<file path="config.mk">
export PLATFORM = sky130hd
export DESIGN_NAME = phrase_streamer_flat
export DESIGN_NICKNAME = d
export VERILOG_FILES = /design/src/rtl/phrase_streamer_if.sv /design/src/rtl/phrase_streamer.sv /design/src/flat_wrapper.sv
export SDC_FILE = /design/constraint.sdc
export NUM_CORES = 1
export LEC_CHECK = 0
export BUFFER_PORTS_ARGS = -buffer_cell sky130_fd_sc_hd__buf_2
export CORE_MARGIN = 2
export CORE_UTILIZATION = 40
export CTS_BUF_LIST = sky130_fd_sc_hd__clkbuf_4
export CTS_CLUSTER_SIZE = 30
export DETAILED_ROUTE_END_ITERATION = 7
export SETUP_SLACK_MARGIN = 0.05
export SLEW_MARGIN = 5
export SYNTH_ARGS = -nofsm -noshare
export SYNTH_HDL_FRONTEND = slang
export SYNTH_SLANG_ARGS = --single-unit
</file>
<file path="constraint.sdc">
create_clock -name clk -period 2.9 [get_ports clk]
set_input_delay 0.725 -clock clk [delete_from_list [all_inputs] [get_ports clk]]
set_output_delay 0.725 -clock clk [all_outputs]
set_load 0.1 [all_outputs]
</file>
<file path="src/rtl/phrase_streamer_if.sv">
// Byte stream handshake from the phrase streamer to a UART/terminal transmitter.
interface phrase_streamer_if;
    logic [7:0] tx_data;
    logic       tx_valid;
    logic       tx_ready;

    modport master (output tx_data, output tx_valid, input tx_ready);
    modport slave  (input tx_data, input tx_valid, output tx_ready);
endinterface

</file>
<file path="src/rtl/phrase_streamer.sv">
// Streams one of eight fixed ASCII phrases, optionally terminated by CR/LF,
// over a valid/ready byte interface. All outputs are registered.
module phrase_streamer #(
    parameter bit APPEND_CR = 1'b1,
    parameter bit APPEND_LF = 1'b1
) (
    input  logic                  clk,
    input  logic                  rst_n,
    input  logic                  start,
    input  logic [2:0]            phrase_idx,
    phrase_streamer_if.master     tx,
    output logic                  busy,
    output logic                  done,
    output logic [2:0]            last_idx
);

    localparam int unsigned IDX_W  = 3;
    localparam int unsigned CNT_W  = 4;
    localparam int unsigned BYTE_W = 8;
    localparam int unsigned ROM_W  = 96;

    typedef enum logic [2:0] {
        ST_IDLE,
        ST_SEND,
        ST_CR,
        ST_LF,
        ST_DONE
    } state_t;

    // Phrase text, left-aligned: character 0 sits in the top byte.
    function automatic logic [ROM_W-1:0] rom_row(input logic [IDX_W-1:0] idx);
        case (idx)
            3'd0:    rom_row = {"HELLO WORLD", 8'h00};
            3'd1:    rom_row = "HOW YOU DOIN";
            3'd2:    rom_row = {"HEY", 72'h0};
            3'd3:    rom_row = {"SUP", 72'h0};
            3'd4:    rom_row = {"gmorning", 32'h0};
            3'd5:    rom_row = "what is life";
            3'd6:    rom_row = {"argggg", 48'h0};
            default: rom_row = {"I need h20", 16'h0};
        endcase
    endfunction

    function automatic logic [CNT_W-1:0] rom_len(input logic [IDX_W-1:0] idx);
        case (idx)
            3'd0:    rom_len = 4'd11;
            3'd1:    rom_len = 4'd12;
            3'd2:    rom_len = 4'd3;
            3'd3:    rom_len = 4'd3;
            3'd4:    rom_len = 4'd8;
            3'd5:    rom_len = 4'd12;
            3'd6:    rom_len = 4'd6;
            default: rom_len = 4'd10;
        endcase
    endfunction

    function automatic logic [BYTE_W-1:0] rom_byte(input logic [IDX_W-1:0] idx,
                                                   input logic [CNT_W-1:0] cnt);
        logic [ROM_W-1:0] row;
        row = rom_row(idx);
        if (cnt > 4'd11) begin
            rom_byte = 8'h00;
        end else begin
            rom_byte = row[(ROM_W-1) - BYTE_W*32'(cnt) -: BYTE_W];
        end
    endfunction

    state_t             r_state;
    logic [IDX_W-1:0]   r_idx;
    logic [CNT_W-1:0]   r_cnt;
    logic [BYTE_W-1:0]  r_tx_data;
    logic               r_tx_valid;
    logic               r_busy;
    logic               r_done;
    logic [IDX_W-1:0]   r_last_idx;

    state_t             w_state_next;
    logic [IDX_W-1:0]   w_idx_next;
    logic [CNT_W-1:0]   w_cnt_next;
    logic [BYTE_W-1:0]  w_tx_data_next;
    logic               w_tx_valid_next;
    logic               w_busy_next;
    logic               w_done_next;
    logic               w_xfer;
    logic               w_last_char;
    state_t             w_after_text;

    assign w_xfer       = r_tx_valid & tx.tx_ready;
    assign w_last_char  = (r_cnt == rom_len(r_idx) - 4'd1);
    assign w_after_text = APPEND_CR ? ST_CR : (APPEND_LF ? ST_LF : ST_DONE);

    // State, latched phrase index and character counter.
    always_ff @(posedge clk or negedge rst_n) begin
        if (!rst_n) begin
            r_state <= ST_IDLE;
            r_idx   <= '0;
            r_cnt   <= '0;
        end else begin
            r_state <= w_state_next;
            r_idx   <= w_idx_next;
            r_cnt   <= w_cnt_next;
        end
    end

    // Next-state: advance only on a completed transfer; start honoured in IDLE only.
    always_comb begin
        w_state_next = r_state;
        w_idx_next   = r_idx;
        w_cnt_next   = r_cnt;
        case (r_state)
            ST_IDLE: begin
                if (start) begin
                    w_state_next = ST_SEND;
                    w_idx_next   = phrase_idx;
                    w_cnt_next   = '0;
                end
            end
            ST_SEND: begin
                if (w_xfer) begin
                    w_cnt_next = r_cnt + 4'd1;
                    if (w_last_char) begin
                        w_state_next = w_after_text;
                    end
                end
            end
            ST_CR: begin
                if (w_xfer) begin
                    w_state_next = APPEND_LF ? ST_LF : ST_DONE;
                end
            end
            ST_LF: begin
                if (w_xfer) begin
                    w_state_next = ST_DONE;
                end
            end
            ST_DONE: w_state_next = ST_IDLE;
            default: w_state_next = ST_IDLE;
        endcase
    end

    // Output decode from the upcoming state so the registered outputs line up with it.
    always_comb begin
        w_tx_data_next  = 8'h00;
        w_tx_valid_next = 1'b0;
        w_busy_next     = 1'b0;
        w_done_next     = 1'b0;
        case (w_state_next)
            ST_SEND: begin
                w_tx_valid_next = 1'b1;
                w_tx_data_next  = rom_byte(w_idx_next, w_cnt_next);
                w_busy_next     = 1'b1;
            end
            ST_CR: begin
                w_tx_valid_next = 1'b1;
                w_tx_data_next  = 8'h0D;
                w_busy_next     = 1'b1;
            end
            ST_LF: begin
                w_tx_valid_next = 1'b1;
                w_tx_data_next  = 8'h0A;
                w_busy_next     = 1'b1;
            end
            ST_DONE: w_done_next = 1'b1;
            default: ;
        endcase
    end

    // Output registers; last_idx captures the phrase as it completes.
    always_ff @(posedge clk or negedge rst_n) begin
        if (!rst_n) begin
            r_tx_data  <= 8'h00;
            r_tx_valid <= 1'b0;
            r_busy     <= 1'b0;
            r_done     <= 1'b0;
            r_last_idx <= '0;
        end else begin
            r_tx_data  <= w_tx_data_next;
            r_tx_valid <= w_tx_valid_next;
            r_busy     <= w_busy_next;
            r_done     <= w_done_next;
            if (w_state_next == ST_DONE) begin
                r_last_idx <= r_idx;
            end
        end
    end

    assign tx.tx_data  = r_tx_data;
    assign tx.tx_valid = r_tx_valid;
    assign busy        = r_busy;
    assign done        = r_done;
    assign last_idx    = r_last_idx;

endmodule

</file>
<file path="src/flat_wrapper.sv">
// flat-port wrapper written by rule: the top's interface ports become plain ports
module phrase_streamer_flat 
#(
    parameter bit APPEND_CR = 1'b1,
    parameter bit APPEND_LF = 1'b1
)
  (clk, rst_n, start, phrase_idx, busy, done, last_idx, tx_tx_data, tx_tx_valid, tx_tx_ready);
  phrase_streamer_if tx_i ();
  input  logic clk;
  input  logic rst_n;
  input  logic start;
  input  logic [2:0] phrase_idx;
  output logic busy;
  output logic done;
  output logic [2:0] last_idx;
  output wire logic [$bits(tx_i.tx_data)-1:0] tx_tx_data;
  output wire logic [$bits(tx_i.tx_valid)-1:0] tx_tx_valid;
  input wire logic [$bits(tx_i.tx_ready)-1:0] tx_tx_ready;
  assign tx_tx_data = tx_i.tx_data;
  assign tx_tx_valid = tx_i.tx_valid;
  assign tx_i.tx_ready = tx_tx_ready;
  phrase_streamer #(.APPEND_CR(APPEND_CR), .APPEND_LF(APPEND_LF)) u_core (.clk(clk), .rst_n(rst_n), .start(start), .phrase_idx(phrase_idx), .tx(tx_i), .busy(busy), .done(done), .last_idx(last_idx));
endmodule
</file>
==> results of run 1 <==
-- metal layers --
layer	global-route usage	up-vias	part of all wire
li1	-	1080	-
met1	0.3279	1071	0.44
met2	0.3661	127	0.46
met3	0.02962	19	0.076
met4	0.08909	0	0.028
met5	0	-	0
-- layout by cell type, fill, tap and decap left out, drive strengths merged, types with 2 or more instances in the layout --
| cell type | n |
|---|---|
| a2111oi | 2 |
| o31ai | 4 |
| inv | 9 |
| a21o | 2 |
| o211ai | 6 |
| and3 | 3 |
| and3b | 3 |
| nand2 | 25 |
| nor2b | 5 |
| or2 | 3 |
| nand4 | 6 |
| nand2b | 2 |
| nor4 | 3 |
| a211o | 2 |
| nand3 | 9 |
| o21ai | 18 |
| a21oi | 22 |
| a221oi | 2 |
| mux2i | 8 |
| a211oi | 4 |
| ha | 2 |
| clkbuf | 3 |
| and4 | 2 |
| mux2 | 5 |
| nor3 | 11 |
| or4 | 4 |
| buf | 56 |
| xnor2 | 3 |
| a41oi | 4 |
| o2111ai | 2 |
| nor2 | 22 |
| a31oi | 6 |
| dfrtp | 22 |
| or4b | 2 |
-- worst max-delay path, cell delays in order, from the launching register on --
cell and delay (ns):
dfrtp_1 0.42, buf_4 0.17, nor4b_4 0.40, buf_4 0.20
mux2i_4 0.26, clkinv_2 0.09, and4_1 0.22, or2_1 0.22
a221o_1 0.36, a21oi_1 0.15, o211ai_1 0.12
-- logic make-up (layout without fill, tap and decap cells) --
kind of cell	Yosys count	count (layout)	share of synthesized area
flip-flops	22	22	0.2647
buffers and inverters	35	70	0.08243
other	1	1	0.001803
AND/OR/NAND/NOR	104	104	0.2678
adder cells (fa/ha/maj)	2	2	0.01203
multiplexers	13	13	0.06558
AO/OA/AOI/OAI	88	88	0.2888
XOR/XNOR	4	4	0.01685
-- final cells by class --
class	count	area, µm²	share of cell area
well taps	70	87.58	0.03490
repair buffers	56	389.1	0.1550
flip-flops and latches	22	555.5	0.2213
inverters	10	38.79	0.01545
clock buffers	3	22.52	0.008973
multi-input cells	212	1386	0.5523
clock inverters	1	30.03	0.01196
-- what timing repair did --
item / CTS / global route
endpoints found under the setup margin: 0 / 6
gates resized for setup: 0 / 7
hold buffers: 0 / 0
setup buffers: 0 / 1
-- sequential cells by signal, summed over array words and instances (netlist names) --
register,count
u_core.done,1
u_core.last_idx,3
u_core.r_cnt,4
u_core.r_idx,3
u_core.r_state,3
u_core.tx.tx_data,7
u_core.tx.tx_valid,1
-- through the flow --
step / hold WS (ns) / cells / setup WS (ns) / cell area [µm²] / setup TNS (ns)
5_1_grt: 0.3906 / 374 / 0.02979 / 2510 / 0
6_report: 0.3576 / 374 / 0.1690 / 2510 / 0
4_1_cts: 0.3747 / 373 / 0.1404 / 2484 / 0
3_3_place_gp: 0.4852 / 369 / -0.02286 / 2431 / -0.05188
3_5_place_dp: 0.4913 / 369 / -0.05654 / 2431 / -0.08803
2_1_floorplan: 0.4294 / 269 / 0.02861 / 2102 / 0
-- how the worst max path moves through the flow --
| stage | endpoint | from | depth (start not counted) | slack [ns] |
|---|---|---|---|---|
| floorplan | u_core.tx.tx_data[2] | start | 8 | 0.03 |
| global placement | u_core.tx.tx_data[0] | start | 10 | -0.02 |
| detailed placement | u_core.tx.tx_data[3] | tx_tx_ready | 11 | -0.06 |
| CTS | u_core.tx.tx_data[3] | u_core.r_state[0] | 10 | 0.14 |
| global route | u_core.tx.tx_data[2] | u_core.r_state[2] | 10 | 0.03 |
| finish | u_core.tx.tx_data[2] | u_core.r_state[2] | 10 | 0.17 |
==> flow_metrics.py, run 1 <==
metrics = {
    "outcome": {
        "outcome": "finished, final reports clean",
    },
    "cts": {
        "h-tree-depth": 1,
        "clock_sinks": 22,
        "cts_tree": "yes",
        "clockBufferDepth": 2,
        "numCtsBuffers": 3,
        "path_clk_slew_ns": 0.15,
        "worstSkewPairLatency_ns": 0.33,
        "ctsRootBufferMaster": "clkbuf_4",
    },
    "drt": {
        "wl_per_cell_um": 17.74,
        "drt-pass1-iter-count": 5,
        "routed_via_density": 6.142,
        "route.detailed.drc": 0,
        "drt-initial-drc-count": 289,
        "drtAntennaViolNets": 0,
        "vias": 2297,
        "drt_wl_total_mm": 6.635,
    },
    "grt": {
        "overflow": 0,
        "first_global_vias": 2174,
        "grt_usage": 0.2332,
        "grt_antenna_before_repair": 0,
        "grt_max_degree": 23,
        "grt_pass1_wl_mm": 11.03,
    },
    "sta": {
        "rsz0062_at_grt": "false",
        "tightest_slew_ns": 0.5459,
        "setup_viol": 0,
        "period_needed_ns": 2.731,
        "max-slew-margin-rel": 0.6361,
        "clock-skew-final_ns": 0.006315,
        "clock.fmax_ghz": 0.3662,
        "slew_violations": 0,
        "min_period_over_period": 0.9417,
        "hold_viol_final": 0,
    },
    "final_layout": {
        "antenna_cells": 0,
        "fill_cells": 526,
        "drive_gt1_frac": 0.2796,
        "nets": 314,
        "final_core_util": 0.4946,
        "syn2layout_area_growth_pct": 20.70,
    },
    "synthesis": {
        "syn_nets": 278,
        "ys_warn_count": 0,
        "synth_edf_count": 0,
        "synth.ff_latch_count": 22,
        "synth_common_cells": "nand2_1 (25), a21oi_1 (22), dfrtp_1 (22), nor2_1 (22), o21ai_0 (15)",
        "dominantRegCellSynth": "dfrtp_1",
        "ys_types": 64,
        "synth_area_leaders": "dfrtp_1 (26%), a21oi_1 (5.3%), nand2_1 (4.5%), nor2_1 (4.0%), mux2i_1 (3.9%)",
        "synth_area_per_cell_um2": 7.730,
        "synth.most_common_cell": "nand2_1",
        "async_flop_share": 1.000,
        "syn-cell-area_um2": 2079,
        "yosys.area.top_type_share": 0.2647,
        "syn-instance-count": 269,
        "synth_top_area_cell": "dfrtp_1",
        "seq_area_frac_synth": 0.2647,
    },
    "run": {
        "drv_cap": 0,
    },
    "die": {
        "fp.dieArea_um2": 5791,
        "rows": 26,
        "core_um2": 5075,
        "io_pins": 21,
        "fp.dieH_um": 76.10,
        "start_util": 0.4098,
        "die_w_um": 76.10,
    },
    "placed_design": {
        "portBuffers": 19,
        "gp_congestion": 0.9253,
        "dp.final_hpwl_mm": 4.790,
    },
    "setup_path": {
        "r2r_setup_slack_ns": 0.17,
        "endpoint_kind": "flip-flop",
        "worstRegToRegCells": 10,
        "cp.arrival_ns": 2.93,
        "worstPathMaxFanout": 8,
        "critPathLaunchType": "flip-flop",
        "critPathRequiredTime_ns": 3.10,
        "r2r-end": "u_core.tx.tx_data[2]",
        "crit_type": "flip-flop to flip-flop",
        "r2r-start": "u_core.r_state[2]",
    },
    "worst_hold_path": {
        "hold_path.class": "primary input to asynchronous set/reset pin",
    },
}
Power of run 1 is not shown: default switching activity piles up to over one toggle a cycle in this logic, so the estimate is an artifact.
==> run 2, diff against run 1 <==
- PLACE_DENSITY_LB_ADDON: default -> 0.25
==> run 2 against run 1 <==
Setup slack gained 0.088 ns. Die area is the same. Design area shrank 0.75%. Utilization shrank 0.37 points. Critical path type unchanged.
==> flow_metrics.py, run 2 (synthesized netlist as in run 1, its figures left out) <==
metrics = {
    "drt": {
        "vias": 2344,
        "drtAntennaViolNets": 0,
        "drt_wl_total_mm": 6.558,
        "drt-pass1-iter-count": 5,
        "wl_per_cell_um": 17.30,
        "route.detailed.drc": 0,
        "drt-initial-drc-count": 167,
        "routed_via_density": 6.185,
    },
    "placed_design": {
        "dp.final_hpwl_mm": 4.785,
        "gp_congestion": 0.9805,
        "portBuffers": 19,
    },
    "sta": {
        "setup_viol": 0,
        "period_needed_ns": 2.643,
        "rsz0062_at_grt": "false",
        "hold_viol_final": 0,
        "min_period_over_period": 0.9114,
        "clock.fmax_ghz": 0.3783,
        "tightest_slew_ns": 0.5464,
        "clock-skew-final_ns": 0.005921,
        "max-slew-margin-rel": 0.6357,
        "fin_tns_setup_ns": 0,
        "slew_violations": 0,
        "holdWs_ns": 0.3556,
    },
    "final_layout": {
        "antenna_cells": 0,
        "fill_cells": 529,
        "regArea_um2": 555.5,
        "layout_common_cells": "buf_4 (42), nand2_1 (25), a21oi_1 (22)",
        "drive_gt1_frac": 0.2783,
        "largest_reg_flops": 7,
        "multi_input_area_um2": 1373,
        "final_common_cell": "buf_4",
        "nets": 319,
        "syn2layout_area_growth_pct": 19.80,
    },
    "grt": {
        "grt_pass1_wl_mm": 10.85,
        "first_global_vias": 2145,
        "overflow": 0,
        "grt_max_degree": 23,
        "grt_antenna_before_repair": 0,
        "grt_usage": 0.2307,
    },
    "cts": {
        "worstSkewPairLatency_ns": 0.33,
        "clock_sinks": 22,
        "ctsRootBufferMaster": "clkbuf_4",
        "cts_tree": "yes",
        "path_clk_slew_ns": 0.14,
        "h-tree-depth": 1,
        "cts_setup_buffers": 0,
        "clockBufferDepth": 2,
        "numCtsBuffers": 3,
    },
    "setup_path": {
        "worstRegToRegCells": 10,
        "worstPathMaxFanout": 8,
        "cp.arrival_ns": 2.87,
        "crit_chain": "or2_1 > o21ai_0 > and3_1 > inv_2 > ha_1 > buf_4 > nand2b_1 > a2111oi_0 > nor2_1 > nor3_1",
        "r2r_setup_slack_ns": 0.26,
        "r2r-end": "u_core.tx.tx_data[5]",
        "critPathLaunchType": "flip-flop",
        "crit_path_max_incr_delay_ns": 0.41,
        "crit_type": "flip-flop to flip-flop",
        "r2r-start": "u_core.r_state[2]",
        "cpMaxStageDelayCell": "dfrtp_1",
        "critPathRequiredTime_ns": 3.13,
        "endpoint_kind": "flip-flop",
    },
    "die": {
        "fp.dieH_um": 76.10,
        "start_util": 0.4098,
        "core_um2": 5075,
        "die_w_um": 76.10,
        "rows": 26,
        "fp.dieArea_um2": 5791,
        "io_pins": 21,
    },
    "outcome": {
        "outcome": "finished, final reports clean",
    },
    "worst_hold_path": {
        "hold_path.class": "primary input to asynchronous set/reset pin",
    },
    "run": {
        "drv_cap": 0,
    },
}
==> run 2: cell types whose count changed in the layout (fill, tap and decap cells not counted), sizes merged <==
cell / change
buf: +5
clkinv: +2
bufinv: -1
inv: -1
==> run 2: layer usage <==
| layer | track usage | part of all wire | vias to the layer above |
|---|---|---|---|
| met3 | 0.02725 | 0.090 | 16 |
| met4 | 0.1200 | 0.027 | 0 |
| met2 | 0.3616 | 0.46 | 148 |
| li1 | - | - | 1095 |
| met5 | 0 | 0 | - |
| met1 | 0.3133 | 0.42 | 1085 |
==> run 2: final cells by class <==
type,count,area share
Sequential cell,22,0.2230
Clock inverter,1,0.001507
Inverter,10,0.01557
Tap cell,70,0.03516
Multi-Input combinational cell,212,0.5510
Clock buffer,3,0.009041
Timing Repair Buffer,61,0.1647
==> run 2: repair_timing <==
action | CTS | global route
endpoints found under the setup margin | 0 | 2
gates resized for setup | 0 | 1
hold buffers | 0 | 0
==> run 2: how the worst max path moves through the flow <==
stage	slack, ns	to	startpoint
floorplan	0.03	u_core.tx.tx_data[2]	start
global placement	0.009	u_core.tx.tx_data[2]	tx_tx_ready
detailed placement	0.0008	u_core.tx.tx_data[2]	tx_tx_ready
CTS	0.21	u_core.tx.tx_data[2]	u_core.r_state[0]
global route	0.08	u_core.tx.tx_data[5]	u_core.r_state[0]
finish	0.26	u_core.tx.tx_data[5]	u_core.r_state[2]
==> run 2: critical path: cells and delay by family, from the launching register on <==
family | cells | cell delay (ns)
DFF | 1 | 0.41
and+or+nand+nor | 5 | 1.00
buffers and inverters | 2 | 0.24
adders and majority gates | 1 | 0.27
AOI/OAI and AO/OA | 2 | 0.62
==> run 2: per-stage QoR <==
step	cell area (µm²)	setup WS (ns)	util	std cells
finish	2491	0.2569	0.4909	379
global route	2491	0.07874	0.4909	379
CTS	2490	0.2068	0.4906	379
detailed placement	2464	0.0007849	0.4855	375
floorplan	2102	0.02861	-	269
global placement	2464	0.008610	0.4855	375
Power of run 2 is left out for the same reason.
